--- config.mk ---
export PLATFORM = sky130hd
export DESIGN_NAME = sun_feeder
export DESIGN_NICKNAME = d
export VERILOG_FILES = /design/src/rtl/sun_feeder.sv
export SDC_FILE = /design/constraint.sdc
export NUM_CORES = 1
export LEC_CHECK = 0
export CORE_AREA = 5 5 156 98
export CTS_BUF_LIST = sky130_fd_sc_hd__clkbuf_8
export CTS_CLUSTER_SIZE = 25
export DETAILED_ROUTE_END_ITERATION = 7
export DIE_AREA = 0 0 161 103
export PLACE_DENSITY = 0.82
export RECOVER_POWER = 50
export SLEW_MARGIN = 10
export SYNTH_ARGS = -nofsm -noshare
export SYNTH_HDL_FRONTEND = slang
export SYNTH_SLANG_ARGS = --single-unit
--- constraint.sdc ---
create_clock -name pclk -period 4 [get_ports pclk]
set_input_delay 1.2 -clock pclk [delete_from_list [all_inputs] [get_ports pclk]]
set_output_delay 1.2 -clock pclk [all_outputs]
set_load 0.01 [all_outputs]
--- src/rtl/sun_feeder.sv ---
// APB frame feeder: writes a config header, streams FIFO-buffered pixels to the slave.
// Optional sum read-back after the pixels is enabled by defining SUN_FEEDER_READBACK_EN.
module sun_feeder #(
    parameter int unsigned FIFO_DEPTH = 8,
    parameter int unsigned GAP_CYC    = 4,
    parameter int unsigned WAIT_MAX   = 15
) (
    input  logic        pclk,
    input  logic        presetn,
    input  logic        start,
    input  logic [7:0]  cfg_threshold,
    input  logic [7:0]  cfg_xmax,
    input  logic [7:0]  cfg_ymax,
    input  logic        pix_valid,
    input  logic [7:0]  pix_data,
    output logic        pix_ready,
    output logic        psels,
    output logic        penables,
    output logic        pwrites,
    output logic [31:0] paddrs,
    output logic [31:0] pwdatas,
    input  logic [31:0] prdatas,
    input  logic        preadys,
    output logic        busy,
    output logic        frame_done,
    output logic        err,
    output logic [31:0] sum_out,
    output logic        sum_valid
);

    localparam int unsigned AW    = (FIFO_DEPTH > 1) ? $clog2(FIFO_DEPTH) : 1;
    localparam int unsigned PW    = AW + 1;
    localparam int unsigned GAP_N = (GAP_CYC < 1) ? 1 : GAP_CYC;
    localparam int unsigned GW    = $clog2(GAP_N + 1);
    localparam int unsigned WW    = $clog2(WAIT_MAX + 1);

    typedef enum logic [3:0] {
        S_IDLE, S_CTRL, S_THR, S_XMAX, S_YMAX, S_PIX, S_GAP,
`ifdef SUN_FEEDER_READBACK_EN
        S_RDSUM,
`endif
        S_DONE
    } state_t;

    // Bus phase within a transfer state; P_WAIT is the mandatory idle slot.
    typedef enum logic [1:0] {P_WAIT, P_SETUP, P_ACCESS} phase_t;

    state_t         state, state_nxt;
    phase_t         phase, phase_nxt;
    logic [WW-1:0]  wait_cnt;
    logic [GW-1:0]  gap_cnt;
    logic [8:0]     pix_cnt;
    logic [8:0]     target;
    logic [7:0]     thr_q, xmax_q, ymax_q;
    logic [7:0]     mem [FIFO_DEPTH];
    logic [PW-1:0]  wr_ptr, rd_ptr;
    logic           fifo_empty, fifo_full, push, pop, flush;
    logic           start_acc, xfer_done, rd_force, timeout;
    logic [31:0]    setup_addr, setup_data;
    logic           setup_wr;

    assign fifo_empty = (wr_ptr == rd_ptr);
    assign fifo_full  = ((wr_ptr - rd_ptr) == PW'(FIFO_DEPTH));
    assign pix_ready  = (state != S_IDLE) && !fifo_full;
    assign push       = pix_valid && pix_ready;
    assign pop        = (state == S_PIX) && xfer_done;
    assign flush      = (state_nxt == S_IDLE);
    assign start_acc  = (state == S_IDLE) && start;
    assign target     = {xmax_q == 8'd0, xmax_q};

`ifdef SUN_FEEDER_READBACK_EN
    // The slave never answers reads; they complete on the second access cycle.
    assign rd_force = (state == S_RDSUM) && (wait_cnt == WW'(1));
`else
    assign rd_force = 1'b0;
`endif
    assign xfer_done = (phase == P_ACCESS) && (preadys || rd_force);
    assign timeout   = (phase == P_ACCESS) && !xfer_done && (wait_cnt == WW'(WAIT_MAX - 1));

    always_ff @(posedge pclk or negedge presetn) begin
        if (!presetn) begin
            state <= S_IDLE;
            phase <= P_WAIT;
        end else begin
            state <= state_nxt;
            phase <= phase_nxt;
        end
    end

    always_comb begin
        state_nxt  = state;
        phase_nxt  = phase;
        setup_addr = 32'h0;
        setup_data = 32'h0;
        setup_wr   = 1'b1;
        case (state)
            S_IDLE: begin
                if (start) begin
                    state_nxt = S_CTRL;
                    phase_nxt = P_SETUP;
                end
            end
            S_GAP: begin
                if (gap_cnt == GW'(GAP_N - 1)) begin
                    if (pix_cnt == target) begin
`ifdef SUN_FEEDER_READBACK_EN
                        state_nxt = S_RDSUM;
                        phase_nxt = P_SETUP;
`else
                        state_nxt = S_DONE;
`endif
                    end else begin
                        state_nxt = S_PIX;
                        phase_nxt = fifo_empty ? P_WAIT : P_SETUP;
                    end
                end
            end
            S_DONE: state_nxt = S_IDLE;
            default: begin
                case (phase)
                    P_WAIT:  if (state != S_PIX || !fifo_empty) phase_nxt = P_SETUP;
                    P_SETUP: phase_nxt = P_ACCESS;
                    P_ACCESS: begin
                        if (timeout) begin
                            state_nxt = S_IDLE;
                            phase_nxt = P_WAIT;
                        end else if (xfer_done) begin
                            phase_nxt = P_WAIT;
                            case (state)
                                S_CTRL:  state_nxt = S_THR;
                                S_THR:   state_nxt = S_XMAX;
                                S_XMAX:  state_nxt = S_YMAX;
                                S_YMAX:  state_nxt = S_PIX;
                                S_PIX:   state_nxt = S_GAP;
                                default: state_nxt = S_DONE;
                            endcase
                        end
                    end
                    default: phase_nxt = P_WAIT;
                endcase
            end
        endcase
        // Address/data presented when the next cycle is a setup cycle.
        case (state_nxt)
            S_CTRL: begin setup_addr = 32'h0; setup_data = 32'h1; end
            S_THR:  begin setup_addr = 32'h1; setup_data = 32'(thr_q); end
            S_XMAX: begin setup_addr = 32'h2; setup_data = 32'(xmax_q); end
            S_YMAX: begin setup_addr = 32'h3; setup_data = 32'(ymax_q); end
            S_PIX:  begin setup_addr = 32'h4; setup_data = 32'(mem[rd_ptr[AW-1:0]]); end
`ifdef SUN_FEEDER_READBACK_EN
            S_RDSUM: begin setup_addr = 32'h6; setup_wr = 1'b0; end
`endif
            default: ;
        endcase
    end

    // Counters, captured configuration and registered bus/status outputs.
    always_ff @(posedge pclk or negedge presetn) begin
        if (!presetn) begin
            wait_cnt   <= '0;
            gap_cnt    <= '0;
            pix_cnt    <= '0;
            thr_q      <= '0;
            xmax_q     <= '0;
            ymax_q     <= '0;
            psels      <= 1'b0;
            penables   <= 1'b0;
            pwrites    <= 1'b0;
            paddrs     <= '0;
            pwdatas    <= '0;
            busy       <= 1'b0;
            frame_done <= 1'b0;
            err        <= 1'b0;
        end else begin
            wait_cnt <= (phase == P_ACCESS && phase_nxt == P_ACCESS) ? wait_cnt + WW'(1) : '0;
            gap_cnt  <= (state == S_GAP && state_nxt == S_GAP) ? gap_cnt + GW'(1) : '0;
            if (start_acc) begin
                thr_q   <= cfg_threshold;
                xmax_q  <= cfg_xmax;
                ymax_q  <= cfg_ymax;
                pix_cnt <= '0;
            end else if (pop) begin
                pix_cnt <= pix_cnt + 9'd1;
            end
            psels    <= (phase_nxt != P_WAIT);
            penables <= (phase_nxt == P_ACCESS);
            if (phase_nxt == P_SETUP) begin
                paddrs  <= setup_addr;
                pwdatas <= setup_data;
                pwrites <= setup_wr;
            end
            busy       <= (state_nxt != S_IDLE);
            frame_done <= (state_nxt == S_DONE);
            if (start_acc)    err <= 1'b0;
            else if (timeout) err <= 1'b1;
        end
    end

    always_ff @(posedge pclk or negedge presetn) begin
        if (!presetn) begin
            wr_ptr <= '0;
            rd_ptr <= '0;
        end else if (flush) begin
            wr_ptr <= '0;
            rd_ptr <= '0;
        end else begin
            if (push) wr_ptr <= wr_ptr + PW'(1);
            if (pop)  rd_ptr <= rd_ptr + PW'(1);
        end
    end

    always_ff @(posedge pclk) begin
        if (push) mem[wr_ptr[AW-1:0]] <= pix_data;
    end

`ifdef SUN_FEEDER_READBACK_EN
    always_ff @(posedge pclk or negedge presetn) begin
        if (!presetn) begin
            sum_out   <= '0;
            sum_valid <= 1'b0;
        end else if (start_acc) begin
            sum_valid <= 1'b0;
        end else if (state == S_RDSUM && xfer_done) begin
            sum_out   <= prdatas;
            sum_valid <= 1'b1;
        end
    end
`else
    logic unused_rdata;
    assign unused_rdata = ^prdatas;
    assign sum_out      = '0;
    assign sum_valid    = 1'b0;
`endif

endmodule

# ---- Yosys cells after proc, flatten, opt, wreduce, memory -nomap -nowiden
# Memory sizes are Yosys's and may differ from the RTL's.
# Index checks and enable logic that the tools add are counted.
dict set report word_totals {
  reg_bits 124
  ram_bits 64
  inputBits 69
  output_inout_bits 104
  word_cells 104
  mem_count 1
}
dict set report classes {
  n_addsub 6
  n_eq_ne 24
  n_mux 31
  n_reduce_logical 24
}
# memory words word_bits read_ports rd_ports_with_merged_regs write_ports line_no
set memory_table {}
lappend memory_table {mem 8 8 1 0 1 55} ;# logic [7:0] mem [FIFO_DEPTH];
# operator count
set op_table {}
lappend op_table {{$mux W4} 10}
lappend op_table {{$pmux W8 S5} 1}
lappend op_table {{$eq A4 B3 Y1 const B} 8}
lappend op_table {{$mux W9} 2}
lappend op_table {{$eq A4 B2 Y1 const B} 4}
lappend op_table {{$pmux W3 S5} 1}
lappend op_table {{$mux W2} 7}
lappend op_table {{$add A4 B1 Y4 const B} 3}
lappend op_table {{$pmux W2 S3} 2}
lappend op_table {{$pmux W3 S4} 1}
lappend op_table {{$pmux W4 S3} 1}
lappend op_table {{$reduce_bool A2 Y1} 5}
lappend op_table {{$add A9 B1 Y9 const B} 1}
lappend op_table {{$eq A9 B9 Y1} 1}
lappend op_table {{$logic_and A1 B1 Y1} 9}
lappend op_table {{$eq A4 B1 Y1 const B} 2}
lappend op_table {{$eq A4 B4 Y1 const B} 2}
lappend op_table {{$logic_not A4 Y1} 2}
lappend op_table {{$logic_not A8 Y1} 1}
lappend op_table {{$reduce_bool A4 Y1} 2}
lappend op_table {{$mux W1} 5}
lappend op_table {{$eq A2 B1 Y1 const B} 2}
lappend op_table {{$eq A2 B2 Y1 const B} 2}
lappend op_table {{$eq A4 B4 Y1} 1}
lappend op_table {{8 further kinds} 10}

# ---- Depth between registers and ports, before layout
# Gate-level depths: netlist of run 1.
dict set report logic_depth {
  ltp_word 11
  depth_mapped 13
  depth_no_buf 10
}

# ---- Worst setup path before layout of run 1
# OpenSTA, ideal clock, no wires.
dict set report synth_timing {
  path_kind {reg2reg}
  from {reg rd_ptr[1]}
  to {mem mem[2][0], enable pin}
  setup_time_ns 0.385
  t_arrival_ns 3.322
  t_required_ns 3.615
  slack_ns 0.293
  path_stages_with_launch 11
  n_path_buf 2
  period_less_slack_ns 3.707
  path_cell_list {dfrtp_1 -> clkbuf_1 -> buf_1 -> inv_1 -> ha_1 -> nor2b_1 -> o21a_1 -> o31a_1 -> a211oi_1 -> nand2_1 -> nor3b_1}
}
dict set report synth_between {
  elab_chain_len 7
}
# element line_no
set synth_rtl {}
lappend synth_rtl {{start, declared} 56} ;# logic [PW-1:0] wr_ptr, rd_ptr;
lappend synth_rtl {{start signal, assigned} 208} ;# if (pop) rd_ptr <= rd_ptr + PW'(1);
lappend synth_rtl {{$sub A4 B4 Y4} 63} ;# assign fifo_full = ((wr_ptr - rd_ptr) == PW'(FIFO_DEPTH));
lappend synth_rtl {{$eq A4 B4 Y1} 63}
lappend synth_rtl {{$logic_not A1 Y1} 64} ;# assign pix_ready = (state != S_IDLE) && !fifo_full;
lappend synth_rtl {{$logic_and A1 B1 Y1} 64}
lappend synth_rtl {{$logic_and A1 B1 Y1} 65} ;# assign push = pix_valid && pix_ready;
lappend synth_rtl {{$mux W1} 213} ;# if (push) mem[wr_ptr[AW-1:0]] <= pix_data;
lappend synth_rtl {{$mux W1 (implied by the code)} 213}
lappend synth_rtl {{end, declared} 55}
# No other way between the ends.

# ---- Worst setup path in the final report of run 1
dict set report layout_timing {
  from {reg wr_ptr[1]}
  to {out pix_ready}
}
dict set report layout_between {
  elab_chain_len 4
}
# element line_no
set layout_rtl {}
lappend layout_rtl {{start, declared} 56}
lappend layout_rtl {{start signal, assigned} 207} ;# if (push) wr_ptr <= wr_ptr + PW'(1);
lappend layout_rtl {{$sub A4 B4 Y4} 63}
lappend layout_rtl {{$eq A4 B4 Y1} 63}
lappend layout_rtl {{$logic_not A1 Y1} 64}
lappend layout_rtl {{$logic_and A1 B1 Y1} 64}
lappend layout_rtl {{end, declared} 16} ;# output logic pix_ready,
# No other way between the ends.

==> results of run 1 <==
==> path summary, 6_finish.rpt <==
| kind | start | to | depth (start not counted) |
|---|---|---|---|
| max in group asynchronous | presetn | pix_cnt[8] | 2 |
| min in group asynchronous | presetn | psels | 1 |
| min | gap_cnt[0] | gap_cnt[0] | 1 |
| min reg2reg | gap_cnt[0] | gap_cnt[0] | 1 |
| max reg2reg | wr_ptr[1] | mem[3][2] | 8 |
| max | wr_ptr[1] | pix_ready | 6 |
==> per-stage QoR <==
stage | setup slack [ps] | instances
floorplan | 293 | 603
global placement | 206 | 753
detailed placement | 152 | 753
CTS | 119 | 785
global route | 13.6 | 785
finish | 173 | 785
==> per-layer routing <==
layer	part of all wire	wire length (microns)
met5	0	0
met4	0.015	210
met3	0.084	1160
met2	0.46	6370
met1	0.44	6040
==> placed cells by master, fill, tap and decap left out, drive strengths merged, types with 3 or more instances in the layout <==
| cell type | synthesis | routed |
|---|---|---|
| a21oi | 7 | 7 |
| a22o | 8 | 8 |
| a2bb2oi | 7 | 7 |
| and3 | 5 | 5 |
| buf | 94 | 16 |
| clkbuf | 9 | 21 |
| clkdlybuf4s50 | 0 | 42 |
| clkinv | 0 | 5 |
| clkinvlp | 0 | 3 |
| conb | 1 | 86 |
| dfrtp | 71 | 71 |
| dlygate4sd3 | 0 | 11 |
| edfxtp | 64 | 64 |
| ha | 10 | 10 |
| inv | 12 | 18 |
| mux2 | 24 | 24 |
| mux2i | 17 | 17 |
| mux4 | 16 | 16 |
| nand2 | 23 | 23 |
| nand2b | 6 | 6 |
| nand3 | 7 | 7 |
| nand4 | 6 | 6 |
| nor2 | 36 | 36 |
| nor2b | 3 | 3 |
| nor3 | 9 | 9 |
| nor3b | 4 | 4 |
| nor4 | 5 | 5 |
| o21ai | 10 | 10 |
| o22ai | 7 | 7 |
| xnor2 | 11 | 11 |
| xor2 | 14 | 14 |
==> logic make-up after synthesis <==
family,after synthesis,share of synthesized area
AOI/OAI and AO/OA,58,0.0667
xor gates and xnor gates,25,0.0327
adders and majority gates,10,0.0187
buffers and inverters,115,0.114
DFF,135,0.552
muxes,57,0.119
other,1,0.000560
and+or+nand+nor,117,0.0960
==> registers in the layout, indices dropped and copies added (netlist names), 8 cells and up <==
signal and cells:
xmax_q 8, pix_cnt 9, thr_q 8, mem 64, ymax_q 8, pwdatas 8
==> where the power goes <==
part           leakage (nW)  switching (mW)  internal (mW)
Clock                 0.186           0.575          0.503
Sequential             1.50           0.233           1.72
Combinational          1.41           0.780          0.699
==> worst max-delay path, cell delays in order (launching register included) <==
cell	delay (ps)
dfrtp_1	500
ha_1	340
nor2b_1	220
nor4b_1	80
o31a_1	300
a21oi_1	180
clkdlybuf4s50_1	570
==> cell type report <==
type	instances	share of cell area
timing repair buffer	73	0.0878
clock inverter	15	0.0190
clock buffer	17	0.0309
multi-input combinational	353	0.339
inverter	12	0.00627
sequential	135	0.488
tap	180	0.0297
==> results.yml, run 1 <==
placement:
  placed_area_sq_um: 7210
  dp_hpwl_mm: 9.93
  port_buffers: 54
  gp_congestion: 0.847
route:
  wl_per_cell_microns: 17.6
  ant_nets: 0
  drt_first_iter_violations: 338
  drt-total-wl_mm: 13.8
  dr.pass1.iters: 4
  num_vias: 4197
  drc: 0
  viasPerCell: 5.35
floorplan:
  core_area_sq_um: 14000
  die_w_microns: 161
  row_count: 34
  initial_core_util: 0.480
  die_h_microns: 103
  pin_count: 173
  die_area_sq_um: 16600
logic_synthesis:
  ys_warn_count: 0
  yosysSeqAreaShare: 0.552
  synth_flop_cell: "dfrtp_1"
  synth_most_common_cell: "buf_4"
  synth_top_cell_area_share: 0.287
  synth_edf_count: 64
  synthCells: 518
  synth_top_area_cell: "edfxtp_1"
  synth.avg_cell_area_sq_um: 12.9
  syn_area_sq_um: 6700
  yosysUniqueCellTypes: 63
  synth_commonest_cells: "buf_4 (87), dfrtp_1 (71), edfxtp_1 (64), nor2_1 (35), mux2_2 (24)"
  synth.area.top_cells: "edfxtp_1 (29%), dfrtp_1 (27%), buf_4 (9.7%)"
  ys_async_sr_fraction: 0.526
  ys_ff_latch: 135
sta:
  fin_crit_sh: 0.957
  rsz0062_at_grt: "no"
  period_minus_slack_ps: 3830
  relSlewSlack: -0.245
  hold_viol_final: 0
  slew_violations: 70
  clock_skew_ps: 13.5
  fin_hold_ws_ps: 465
  final-setup-viol-count: 0
  setup_tns_ps: 0
  tightestPinTransition_ps: 1870
  clock.fmax_ghz: 0.261
critical_path:
  crit_required_ps: 2800
  r2r_slack_ps: 830
  crit_fanout: 10
  start_kind: "flip-flop"
  worstPathArrival_ps: 2630
  setup.worst_path.class: "reg2out"
  endpoint_kind: "output pin"
clock_tree:
  clkTransAtPathRegs_ps: 90
  clockBufferDepth: 2
  cts_setup_buffers: 0
  ctsRootBufferMaster: "clkbuf_8"
  cts_tree: "yes"
  cts_max_level: 4
  cts_sinks: 135
  insertion_delay_ps: 440
  holdBufCountCts: 0
  cts_buffers: 17
  cts_resized: 0
global_route:
  grt_pass1_wl_mm: 21.4
  grt_busiest_layer: "met2"
  grt_use_met1: 0.233
  met2_usage: 0.260
  grt_antenna_before_repair: 0
  gr-total-overflow: 0
  track_usage: 0.168
  grt_max_degree: 35
  grt_pass1_vias: 4078
  grtUsageMet3: 0.0451
cells_and_area:
  syn2layout_area_growth_pct: 13.1
  design_area_sq_um: 7580
  n_fill_cell: 1106
  drive_above_1_share: 0.169
  multi_input_area_sq_um: 2570
  nets: 671
  regArea_sq_um: 3700
  utilization: 0.543
  antenna-diode-count: 0
power_and_ir_drop:
  ir_worst_vdd_v: 0.000309
  p_per_area_nw_per_um2: 595
  p_leak_nw: 3.09
  p_total_mw: 4.51
run_status:
  outcome: "complete, but fails checks"
  violations: "max-capacitance violations, max-slew violations"
flow_run:
  drv_cap: 2
hold_path:
  hp-class: "reg2reg"
(Power assumes the default switching activity.)
==> run 2, diff against run 1 <==
--- a/config.mk
+++ b/config.mk
@@ -10,7 +10,9 @@
 export CTS_CLUSTER_SIZE = 25
 export DETAILED_ROUTE_END_ITERATION = 7
 export DIE_AREA = 0 0 161 103
-export PLACE_DENSITY = 0.82
+export DONT_BUFFER_PORTS = 1
+export HOLD_SLACK_MARGIN = 0.15
+export PLACE_DENSITY = 0.65
 export RECOVER_POWER = 50
 export SLEW_MARGIN = 10
 export SYNTH_ARGS = -nofsm -noshare
==> constraint.sdc (replaced) <==
create_clock -name pclk -period 4.31 [get_ports pclk]
set_input_delay 1.293 -clock pclk [delete_from_list [all_inputs] [get_ports pclk]]
set_output_delay 1.293 -clock pclk [all_outputs]
set_load 0.01 [all_outputs]
==> run 2 against run 1 <==
  * The flow still finishes with violations (max-capacitance violations, max-slew violations)
  * Cell count fell by 7.6%
  * Worst hold slack got worse by 31 ps
  * Clock skew fell by 1.5 ps
  * Register-to-register slack improved by 290 ps
  * Critical path type unchanged
  * Highest routed layer is now met5
==> results.yml, run 2 (synthesized netlist as in run 1, its figures left out) <==
run_status:
  outcome: "complete, but fails checks"
  violations: "max-capacitance violations, max-slew violations"
global_route:
  grt_pass1_wl_mm: 20.0
  grt_antenna_before_repair: 3
  grt_max_degree: 72
  gr-total-overflow: 0
  grt_pass1_vias: 3568
  track_usage: 0.161
clock_tree:
  cts_setup_buffers: 0
  cts_resized: 0
  holdBufCountCts: 0
  cts_sinks: 135
  ctsRootBufferMaster: "clkbuf_8"
  clockBufferDepth: 2
  cts_tree: "yes"
  cts_max_level: 4
  clkTransAtPathRegs_ps: 80
  insertion_delay_ps: 440
  cts_buffers: 17
floorplan:
  initial_core_util: 0.480
  die_w_microns: 161
  core_area_sq_um: 14000
  die_area_sq_um: 16600
  die_h_microns: 103
  pin_count: 173
  row_count: 34
route:
  wl_per_cell_microns: 18.2
  num_vias: 3794
  drt_first_iter_violations: 280
  drc: 0
  ant_nets: 0
  dr.pass1.iters: 4
  viasPerCell: 5.23
  drt-total-wl_mm: 13.2
placement:
  dp_hpwl_mm: 9.17
  gp_congestion: 0.807
  port_buffers: 0
power_and_ir_drop:
  ir_worst_vdd_v: 0.000314
  pwr-share-clk: 0.251
  switchingPower_mw: 1.40
  power_switching_share: 0.353
  p_leak_nw: 2.87
  p_int_mw: 2.57
  pwr-share-seq: 0.460
  pwr-share-comb: 0.289
  p_per_area_nw_per_um2: 568
critical_path:
  endpoint_kind: "output pin"
  setup.worst_path.class: "reg2out"
  crit_required_ps: 3020
  crit_chain: "inv_2 > ha_1 > o41ai_1 > o31a_1 > a21oi_1"
  slowest_stage: "o41ai_1"
  start_kind: "flip-flop"
  worstPathArrival_ps: 2260
  crit_fanout: 10
  cpPeakStageDelay_ps: 430
cells_and_area:
  layout.cells.most_common: "conb_1"
  nets: 612
  utilization: 0.502
  largest_reg_flops: 64
  drive_above_1_share: 0.180
  final_cell_mix: "conb_1 (86), dfrtp_1 (71), edfxtp_1 (64)"
  syn2layout_area_growth_pct: 4.42
  antenna-diode-count: 0
sta:
  fin_hold_ws_ps: 434
  rsz0062_at_grt: "no"
  period_minus_slack_ps: 3560
  relSlewSlack: -0.206
  setup_tns_ps: 0
  hold_viol_final: 0
  final-setup-viol-count: 0
  slew_violations: 35
  clock.fmax_ghz: 0.281
  clock_skew_ps: 12.0
  fin_crit_sh: 0.825
  tightestPinTransition_ps: 1810
hold_path:
  hp-class: "reg2reg"
flow_run:
  drv_cap: 1
==> run 2: cell types whose count changed in the layout (fill, tap and decap cells not counted), moves of 3 or more <==
cell,before,now
clkbuf_1,4,1
inv_6,3,6
clkinvlp_4,3,0
buf_4,16,13
dlygate4sd3_1,11,0
clkdlybuf4s50_1,42,0
==> run 2: path summary, 6_finish.rpt <==
check | startpoint | to | slack (ps) | cells past startpoint
worst max-delay path | rd_ptr[2] | pix_ready | 750 | 5
worst min-delay path | gap_cnt[0] | gap_cnt[0] | 430 | 1
worst max register to register | state[1] | pwdatas[6] | 1120 | 8
worst min register to register | gap_cnt[0] | gap_cnt[0] | 430 | 1
max in group asynchronous | presetn | pwdatas[5] | 3630 | 0
min in group asynchronous | presetn | wr_ptr[1] | 540 | 0
==> run 2: cell type report <==
type / count / area, sq um
fill: 1207 / 6960
sequential: 135 / 3700
multi-input combinational: 353 / 2550
clock buffer: 17 / 234
tap: 180 / 225
clock inverter: 14 / 139
timing repair buffer: 14 / 101
inverter: 12 / 45.0
==> run 2: per-stage QoR <==
stage / setup WS, ps / instances / power, mW / cell area, sq um
final: 753 / 725 / 3.98 / 7000
after global routing: 624 / 725 / 4.21 / 7000
after CTS: 762 / 725 / 4.01 / 7020
after detailed placement: 767 / 694 / 3.01 / 6640
after global placement: 808 / 694 / 2.97 / 6640
after floorplan: 603 / 603 / 2.76 / 7020
==> run 2: power groups by stage <==
stage          registers [mW]  logic [mW]  clock network [mW]
6_report                 1.83        1.15               0.998
5_1_grt                  1.87        1.25                1.08
3_5_place_dp             1.86        1.15                   0
2_1_floorplan            1.77       0.993                   0
3_3_place_gp             1.85        1.11                   0
4_1_cts                  1.84        1.15                1.02
==> run 2: critical path, delay by kind of cell, from the launching register on <==
kind	cells	cell delay, ps
buffers and inverters	1	280
AO/OA/AOI/OAI	3	790
adder cells (fa/ha/maj)	1	360
flip-flops	1	390
==> run 2: routing by layer <==
metal,part of all wire,vias to the layer above,global-route usage
met4,0.0082,6,0.0485
met5,0.0031,-,0
met1,0.46,1897,0.226
met3,0.091,19,0.0679
li1,-,1739,-
met2,0.44,133,0.228
==> run 3, diff against run 2 <==
--- a/config.mk
+++ b/config.mk
@@ -12,7 +12,7 @@
 export DIE_AREA = 0 0 161 103
 export DONT_BUFFER_PORTS = 1
 export HOLD_SLACK_MARGIN = 0.15
-export PLACE_DENSITY = 0.65
+export PLACE_DENSITY = 0.68
 export RECOVER_POWER = 50
 export SLEW_MARGIN = 10
 export SYNTH_ARGS = -nofsm -noshare
==> constraint.sdc (replaced) <==
create_clock -name pclk -period 3.03 [get_ports pclk]
set_input_delay 0.909 -clock pclk [delete_from_list [all_inputs] [get_ports pclk]]
set_output_delay 0.909 -clock pclk [all_outputs]
set_load 0.01 [all_outputs]
==> run 3 against run 2 <==
  * The run still ends with max-capacitance violations, max-slew violations left
  * Wire length increased by 4.0%
  * First-iteration DRC count decreased by 0.71%
  * Largest power group unchanged
  * Combinational power increased by 61%
  * Die area unchanged
  * Final area increased by 3.3%
  * Core utilization increased by 1.7 points
  * Non-clock buffer count increased by 14
==> results.yml, run 3 (synthesized netlist as in run 1, its figures left out) <==
sta:
  final-setup-viol-count: 0
  tightestPinTransition_ps: 1740
  fin_hold_ws_ps: 437
  slew_violations: 72
  rsz0062_at_grt: "yes"
  hold_viol_final: 0
  fin_crit_sh: 0.989
  clock.fmax_ghz: 0.334
  period_minus_slack_ps: 3000
  clock_skew_ps: 11.2
  relSlewSlack: -0.160
floorplan:
  initial_core_util: 0.480
  die_h_microns: 103
  pin_count: 173
  core_area_sq_um: 14000
  die_w_microns: 161
  row_count: 34
  die_area_sq_um: 16600
flow_run:
  drv_cap: 1
clock_tree:
  cts_tree: "yes"
  cts_buffers: 17
  cts_sinks: 135
  insertion_delay_ps: 440
  cts_max_level: 4
  clockBufferDepth: 2
  ctsRootBufferMaster: "clkbuf_8"
  clkTransAtPathRegs_ps: 90
cells_and_area:
  nets: 626
  largest_reg_flops: 64
  final_cell_mix: "conb_1 (86), dfrtp_1 (71), edfxtp_1 (64)"
  layout.cells.most_common: "conb_1"
  syn2layout_area_growth_pct: 7.86
  drive_above_1_share: 0.223
  n_fill_cell: 1192
  design_area_sq_um: 7230
  antenna-diode-count: 0
global_route:
  grt_pass1_wl_mm: 21.4
  grt_antenna_before_repair: 1
  gr-total-overflow: 0
  grt_pass1_vias: 3843
  track_usage: 0.170
  grt_max_degree: 72
power_and_ir_drop:
  p_per_area_nw_per_um2: 828
  ir_worst_vdd_v: 0.000445
  p_leak_nw: 2.95
route:
  ant_nets: 0
  dr.pass1.iters: 5
  drt_first_iter_violations: 278
  drt-total-wl_mm: 13.8
  num_vias: 3934
  wl_per_cell_microns: 18.6
  drc: 0
  viasPerCell: 5.32
placement:
  port_buffers: 0
  gp_congestion: 0.846
  placed_area_sq_um: 6820
  dp_hpwl_mm: 9.69
critical_path:
  setup.worst_path.class: "reg2out"
  endpoint_kind: "output pin"
  worstPathArrival_ps: 2090
  start_kind: "flip-flop"
  crit_fanout: 3
  crit_required_ps: 2120
hold_path:
  hp-class: "reg2reg"
run_status:
  violations: "max-capacitance violations, max-slew violations"
  outcome: "complete, but fails checks"
-- run 3: worst paths after layout --
kind	startpoint	endpoint	slack, ps	cells after the start
setup / recovery	wr_ptr[1]	pix_ready	30	6
hold / removal	gap_cnt[0]	gap_cnt[0]	440	1
setup reg to reg	wr_ptr[1]	mem[2][6]	130	7
hold reg to reg	gap_cnt[0]	gap_cnt[0]	440	1
max in group asynchronous	presetn	thr_q[2]	1070	1
min in group asynchronous	presetn	wr_ptr[1]	920	1
-- run 3: repair_timing --
action                                  in CTS  in global routing
hold buffers                                 1                  0
endpoints found under the setup margin       0                  8
endpoints found under the hold margin       71                  0
resized for setup                            0                  2
setup buffers                                0                  0
-- run 3: per-layer routing --
layer  vias to the layer above  routed length [microns]  track usage
li1                       1776                        -            -
met1                      1969                     6230        0.236
met2                       165                     6110        0.258
met3                        22                     1210       0.0575
met4                         2                      183       0.0485
met5                         -                       13            0
-- run 3: area by class of cell --
cell class / instances / area, sq um / area share
Sequential cell: 135 / 3700 / 0.512
Multi-Input combinational cell: 353 / 2660 / 0.367
Clock buffer: 17 / 234 / 0.0324
Tap cell: 180 / 225 / 0.0312
Timing Repair Buffer: 28 / 194 / 0.0268
Clock inverter: 15 / 175 / 0.0242
Inverter: 12 / 45.0 / 0.00623
-- run 3: power breakdown --
group	total, mW	switching (mW)	internal [mW]
logic	1.85	1.00	0.842
clock network	1.52	0.817	0.698
registers	2.62	0.351	2.27
total	5.98	2.17	3.81
-- run 3: critical path, stage by stage (launching register included) --
cell and delay [ps]:
dfrtp_1 400, ha_1 300, nor2b_1 160, o21a_1 170
o31a_1 320, a21oi_2 160, buf_4 140
-- run 3: per-stage QoR --
step	setup TNS (ps)	power, mW	utilization	setup slack, ps	std cells
2_1_floorplan	0	3.96	-	17.2	603
6_report	0	5.98	0.518	32.4	740
3_3_place_gp	0	4.38	0.489	182	707
5_1_grt	-49.1	6.31	0.518	-49.1	740
4_1_cts	0	6.00	0.520	3.84	740
3_5_place_dp	0	4.45	0.489	54.7	707
